==> src/rtl/mcycle_scheduler.sv <==
// Issues one MUL/DIV to the multi-cycle unit, tracks its destination for decode hazards,
// and slips the result onto the register-file write port when the pipeline is not writing.
module mcycle_scheduler #(
    parameter int DATA_WIDTH = 32,
    parameter int TIMEOUT    = 64
) (
    input  logic                  CLK,
    input  logic                  RESET,
    input  logic                  Start_MCycle,
    input  logic                  MCycleOp_MCycle,
    input  logic [3:0]            Rd_D,
    input  logic [3:0]            RA1_D,
    input  logic [3:0]            RA2_D,
    input  logic [3:0]            RA3_D,
    input  logic                  RegW_D,
    input  logic [3:0]            WA_D,
    input  logic [DATA_WIDTH-1:0] Operand1,
    input  logic [DATA_WIDTH-1:0] Operand2,
    input  logic                  MC_Busy,
    input  logic [DATA_WIDTH-1:0] MC_Result,
    output logic                  MC_Start,
    output logic                  MC_Op,
    output logic [DATA_WIDTH-1:0] MC_Operand1,
    output logic [DATA_WIDTH-1:0] MC_Operand2,
    input  logic                  RegW_P,
    input  logic [3:0]            WA_P,
    input  logic [DATA_WIDTH-1:0] WD_P,
    output logic                  WE3,
    output logic [3:0]            A3,
    output logic [DATA_WIDTH-1:0] WD3,
    output logic                  Stall_D,
    output logic                  Err
);

    localparam int CNT_W = $clog2(TIMEOUT + 1);

    typedef enum logic [1:0] {
        S_IDLE  = 2'd0,
        S_START = 2'd1,
        S_WAIT  = 2'd2,
        S_WB    = 2'd3
    } state_t;

    state_t                state_q, state_d;
    logic                  start_q, start_d;
    logic                  op_q, op_d;
    logic [DATA_WIDTH-1:0] opnd1_q, opnd1_d;
    logic [DATA_WIDTH-1:0] opnd2_q, opnd2_d;
    logic [3:0]            pend_rd_q, pend_rd_d;
    logic [DATA_WIDTH-1:0] buf_q, buf_d;
    logic [CNT_W-1:0]      cnt_q, cnt_d;
    logic                  err_q, err_d;
    logic                  pending_s;
    logic                  hazard_s;

    // Decode hazard detection: conservative match of every source field and the destination.
    always_comb begin
        pending_s = (state_q != S_IDLE);
        hazard_s  = (RA1_D == pend_rd_q) || (RA2_D == pend_rd_q) || (RA3_D == pend_rd_q)
                  || (RegW_D && (WA_D == pend_rd_q));
        Stall_D   = pending_s && (Start_MCycle || hazard_s);
    end

    // Next-state logic for the issue/wait/write-back sequencer.
    always_comb begin
        state_d   = state_q;
        start_d   = 1'b0;
        op_d      = op_q;
        opnd1_d   = opnd1_q;
        opnd2_d   = opnd2_q;
        pend_rd_d = pend_rd_q;
        buf_d     = buf_q;
        cnt_d     = cnt_q;
        err_d     = err_q;
        case (state_q)
            S_IDLE: begin
                if (Start_MCycle && !Stall_D) begin
                    // R15 is the PC; such an issue is flagged and dropped.
                    if (Rd_D == 4'd15) begin
                        err_d = 1'b1;
                    end else begin
                        op_d      = MCycleOp_MCycle;
                        opnd1_d   = Operand1;
                        opnd2_d   = Operand2;
                        pend_rd_d = Rd_D;
                        start_d   = 1'b1;
                        state_d   = S_START;
                    end
                end else begin
                    state_d = S_IDLE;
                end
            end
            S_START: begin
                cnt_d   = {CNT_W{1'b0}};
                state_d = S_WAIT;
            end
            S_WAIT: begin
                cnt_d = cnt_q + CNT_W'(1);
                if (!MC_Busy && (cnt_q >= CNT_W'(1))) begin
                    buf_d   = MC_Result;
                    state_d = S_WB;
                end else if (cnt_q == CNT_W'(TIMEOUT - 1)) begin
                    err_d   = 1'b1;
                    state_d = S_IDLE;
                end else begin
                    state_d = S_WAIT;
                end
            end
            S_WB: begin
                if (!RegW_P) begin
                    state_d = S_IDLE;
                end else begin
                    state_d = S_WB;
                end
            end
            default: begin
                state_d = S_IDLE;
            end
        endcase
    end

    // Sequencer state and registered outputs.
    always_ff @(posedge CLK or posedge RESET) begin
        if (RESET) begin
            state_q   <= S_IDLE;
            start_q   <= 1'b0;
            op_q      <= 1'b0;
            opnd1_q   <= {DATA_WIDTH{1'b0}};
            opnd2_q   <= {DATA_WIDTH{1'b0}};
            pend_rd_q <= 4'd0;
            buf_q     <= {DATA_WIDTH{1'b0}};
            cnt_q     <= {CNT_W{1'b0}};
            err_q     <= 1'b0;
        end else begin
            state_q   <= state_d;
            start_q   <= start_d;
            op_q      <= op_d;
            opnd1_q   <= opnd1_d;
            opnd2_q   <= opnd2_d;
            pend_rd_q <= pend_rd_d;
            buf_q     <= buf_d;
            cnt_q     <= cnt_d;
            err_q     <= err_d;
        end
    end

    // Write-port merge: the pipeline always wins, the buffered result fills an idle slot.
    always_comb begin
        if ((state_q == S_WB) && !RegW_P) begin
            WE3 = 1'b1;
            A3  = pend_rd_q;
            WD3 = buf_q;
        end else begin
            WE3 = RegW_P;
            A3  = WA_P;
            WD3 = WD_P;
        end
    end

    assign MC_Start    = start_q;
    assign MC_Op       = op_q;
    assign MC_Operand1 = opnd1_q;
    assign MC_Operand2 = opnd2_q;
    assign Err         = err_q;

endmodule
==> config.mk <==
export PLATFORM = sky130hd
export DESIGN_NAME = mcycle_scheduler
export DESIGN_NICKNAME = d
export VERILOG_FILES = /design/src/rtl/mcycle_scheduler.sv
export SDC_FILE = /design/constraint.sdc
export NUM_CORES = 1
export LEC_CHECK = 0
export ABC_AREA = 1
export ABC_CLOCK_PERIOD_IN_PS = 4710
export CAP_MARGIN = 20
export CORE_MARGIN = 3
export CORE_UTILIZATION = 40
export DETAILED_ROUTE_END_ITERATION = 10
export GPL_TIMING_DRIVEN = 0
export HOLD_SLACK_MARGIN = 0.02
export PLACE_DENSITY = 0.81
export SLEW_MARGIN = 20
export SYNTH_ARGS = -nofsm -noshare
export SYNTH_HDL_FRONTEND = slang
export SYNTH_SLANG_ARGS = --single-unit
==> constraint.sdc <==
create_clock -name CLK -period 4.71 [get_ports CLK]
set_input_delay 0.942 -clock CLK [delete_from_list [all_inputs] [get_ports CLK]]
set_output_delay 0.942 -clock CLK [all_outputs]
set_load 0.02 [all_outputs]
# == Yosys cells after proc, flatten, opt, wreduce, memory -nomap -nowiden ==
# Cells that the tools add are included.
# op_classes
n_addsub,1
magnitude_cmp,1
eq_ne,14
muxes,18
bitwise,1
reduce_logical,19
# ops
operator,n
$mux 32,1
$eq 4x4->1,4
$pmux 7 s2,1
$mux 2,5
$mux 1,8
$ne 2x2->1 const B,4
$pmux 2 s4,1
$add 7x1->7 const B,1
$eq 7x6->1 const B,1
$ge 7x1->1 const B,1
$reduce_bool 2->1,3
$logic_and 1x1->1,5
$reduce_and 5->1,1
$eq 2x2->1 const B,2
$eq 4x4->1 const B,1
$logic_or 1x1->1,4
$mux 4,1
$logic_not 1->1,3
$ne 3x3->1 const B,1
$reduce_and 3->1,1
$eq 2x1->1 const B,1
$logic_not 2->1,1
$pmux 1 s2,1
$reduce_and 2->1,1
$not 1->1,1
# totals
register_bits,112
out_inout_bits,105
elab_cells,63

# == Depth between registers and ports, before layout ==
# logic_depth
depth_word,10
depth_mapped,9
ltp_nobuf,8

# == Least setup slack after synthesis ==
# No wires, ideal clock.
# synth_path
kind,in2out
start,input port RegW_P
end,output port A3[0]
arrival_time_ns,1.939
slack_ns,1.829
stages,5
n_path_buf,2
cell_sequence,inv_1 nand2_1 buf_2 buf_2 o21ai_0
# synth_between
elab_chain_cells,3
# synth_lines
element,line_no,source
start: declaration,25,"input logic RegW_P,"
$logic_not 1->1,149,if ((state_q == S_WB) && !RegW_P) begin
$logic_and 1x1->1,149,
$mux 4,149,
end: declaration,29,"output logic [3:0] A3,"
# Every way passes these cells.

# == Worst setup path after layout ==
# layout_path
start,input port RegW_P
end,output port WD3[14]
# layout_between
elab_chain_cells,3
# layout_lines
element,line_no,source
$logic_not 1->1,149,
$logic_and 1x1->1,149,
$mux 32,149,
end: declaration,30,"output logic [DATA_WIDTH-1:0] WD3,"
# Every way passes these cells.

==> summary.md <==
| Metric | Value |
|---|---|
| Outcome | `finished clean` |
| Clock buffer depth | `2` |
| Hold WS | `between 400 and 500 ps` |
| Vias in the first global route | `~5.0k` |
| Seq cells post-synth | `around 110` |
| Post-CTS Setup Bufs | `0` |
| Die Area | `roughly 14000 um2` |
| Cells along the critical path | `clkdlybuf4s50_1, inv_1, nand2_1, buf_2, buf_2, nand2_1, o21ai_0, clkdlybuf4s50_1` |
| Total gr overflow | `0` |
| Static leakage | `between 4 and 5 nW` |
| TritonCTS clock tree | `done` |
| Cell taking the most area after synthesis | `dfrtp_1` |
| Sink Count | `112` |
| GRT Overall Usage | `0.229` |
| Synth warn | `0` |
| Synth Net Count | `809` |
| Reg area | `between 2000 and 3000 um2` |
| Setup ws final | `723 ps` |
| Final setup viols | `0` |
| Post-Route WL | `around 16000 um` |
| RSZ-0062 raised after global routing | `no` |
| Fin. max-slew vios | `0` |
| CTS H-tree depth | `3` |
| Worst setup SP type | `input port` |
| Core ar. | `around 12000 um2` |
| Row cnt | `40` |
| Hold Vio Cnt, Final | `0` |
| Crit path capture type | `primary output` |
| Min Tclk post-route | `~4000 ps` |
| Die height | `between 100 and 150 um` |
| Ranking of synthesized cells by area | `dfrtp_1 (54%), nand2_1 (21%), inv_1 (4.5%)` |
| Worst path arrival time | `a little over 3000 ps` |
| DR WL/cell | `around 15 um` |
| CP max-delay cell | `clkdlybuf4s50_1` |
| Number of fill cells in the layout | `1058` |
| F_max | `between 0.2 and 0.3 GHz` |
| Synth cell types | `26` |
| Mean post-synth cell area | `8.01 um2` |
| CP max stage delay | `between 600 and 700 ps` |
| VDD IR max | `0.304 mV` |
| Actual slew at the worst max-slew pin | `595 ps` |
| Fin util | `0.676` |
| Hold buffers post-CTS | `0` |
| Largest net degree at the start of global routing | `64` |
| MaxCap Viol Count | `0` |
| Num ports | `approximately 260` |
| Vias per std cell | `between 4 and 5` |
| Post-Synthesis Cells | `645` |
| Yosys top cell area share | `0.543` |
| Max-Slew Margin vs Limit | `0.603` |
| Vias post-DR | `5030` |
| Global-route wire length before repair | `26000 um` |
| Worst Path Required | `3770 ps` |
| Share of layout cells above drive strength 1 | `0.0649` |
| Sequential area share after synthesis | `0.543` |
| Setup TNS | `0 ps` |
| Initial antenna violation count | `1` |
| Gpl congestion | `about 0.82` |
| Clk_skew | `approximately 8.4 ps` |
| Final period util | `0.846` |
| Effective utilization at floorplan | `0.420` |
| Placed instance area | `between 8000 and 9000 um2` |
| CTS Root Cell | `clkbuf_16` |
| Antenna viol nets, final | `0` |
| Residual DRC | `0` |
| DRT Pass-1 Iters | `4` |
| Later-pin clock latency in the skew report | `340 ps` |
| Post-CTS sizing | `0` |
| PortBufs | `between 200 and 300` |
| Pwr/cell area | `562 nW/um2` |
| Worst-path clk slew | `70 ps` |
| Die width | `around 120 um` |
| Dpl hpwl | `13000 um` |
| Multi-input gate area | `around 1900 um2` |
| Setup WS pre-CTS | `slightly above 700 ps` |
| Crit path kind | `input port to primary output` |
| Nets | `between 1k and 1.5k` |
| Finished Cell Area | `~8300 um2` |
| P&R area growth vs syn | `61.0%` |
| Mapped cell area | `between 5000 and 6000 um2` |
| Iteration-0 DRC Markers | `approximately 290` |
| Cts bufs inserted | `9` |
| FF-to-FF setup slack | `a little under 3000 ps` |
| CP max FO | `10` |
| Antenna fix cells | `0` |
| Worst Hold Class | `register to register` |
kinds of logic after synthesis:
group	after synthesis	share of synthesized area
buffers and inverters	93	0.0806
and+or+nand+nor	347	0.258
xor gates and xnor gates	2	0.00339
DFF	112	0.543
muxes	13	0.0283
AOI/OAI and AO/OA	73	0.0751
adders and majority gates	5	0.0121
stage by stage:
step / instances / power, mW
2_1_floorplan: 645 / 2.87
3_3_place_gp: 1076 / 3.92
3_5_place_dp: 1077 / 3.98
4_1_cts: 1093 / 4.71
5_1_grt: 1093 / 5.01
6_report: 1093 / 4.68
power by group:
part	switching, mW	internal, mW
registers	0.236	1.39
logic	1.28	1.05
clock network	0.351	0.376
cells in the mapped netlist:
master      n
nand2_1   290
dfrtp_1   112
inv_1      62
o21ai_0    45
nor2_1     40
a21oi_1    20
mux2_2     13
buf_4      11
buf_2       9
nand3_1     8
clkbuf_1    6
ha_1        5
a21oi_2     4
nor3_1      4
inv_2       3
buf_6       2
nor3b_1     2
a21boi_0    1
nand4_1     1
nor2_2      1
nor4_1      1
o21ai_1     1
o21ai_2     1
o22ai_1     1
xnor2_1     1
xor2_1      1
placed cells by master (no fill, tap or decap):
cell / instances
xnor2_1: 1
nor3_1: 4
inv_6: 1
a21boi_0: 1
o21ai_1: 1
clkinvlp_4: 1
xor2_1: 1
inv_1: 61
a21oi_2: 4
clkinv_2: 1
clkdlybuf4s50_1: 263
o21ai_2: 1
buf_16: 1
inv_2: 3
nor2_2: 1
clkbuf_16: 9
o21ai_0: 45
nor2_1: 40
clkbuf_1: 8
buf_2: 9
buf_4: 11
dfrtp_1: 112
a21oi_1: 20
nand4_1: 1
nand3_1: 8
buf_6: 2
nor3b_1: 2
clkbuf_8: 1
mux2_2: 13
nand2_1: 290
clkinv_4: 2
o22ai_1: 1
nor4_1: 1
ha_1: 5
final timing paths:
path / start / endpoint / cells after the start
max in group asynchronous: RESET / buf_q[17] / 3
max reg2reg: state_q[0] / MC_Operand1[12] / 9
min in group asynchronous: RESET / buf_q[26] / 2
min: Err / Err / 2
min reg2reg: Err / Err / 2
max: RegW_P / WD3[14] / 8
layout make-up:
cell class	instances	share of cell area
clock buffers	12	0.0296
flip-flops and latches	112	0.337
clock inverters	4	0.00361
repair buffers	264	0.320
well taps	168	0.0253
plain buffers	28	0.0208
inverters	65	0.0299
multi-input cells	440	0.234
sequential cells by signal (all words and copies together) (netlist names):
name,flops
MC_Op,1
MC_Operand2,32
MC_Operand1,32
Err,1
cnt_q,7
MC_Start,1
state_q,2
buf_q,32
pend_rd_q,4
critical path: cells and delay by family:
kind | cells | cell delay, ps
buffers and inverters | 5 | 1720
AND/OR/NAND/NOR | 2 | 270
AO/OA/AOI/OAI | 1 | 100
metal layers:
layer / GRT usage / vias to the layer above / part of all wire
met5: 0 / - / 0.00043
met4: 0.0702 / 2 / 0.019
met3: 0.0834 / 24 / 0.10
met2: 0.394 / 210 / 0.49
met1: 0.268 / 2279 / 0.39
li1: - / 2515 / -
(Power assumes the default switching activity.)
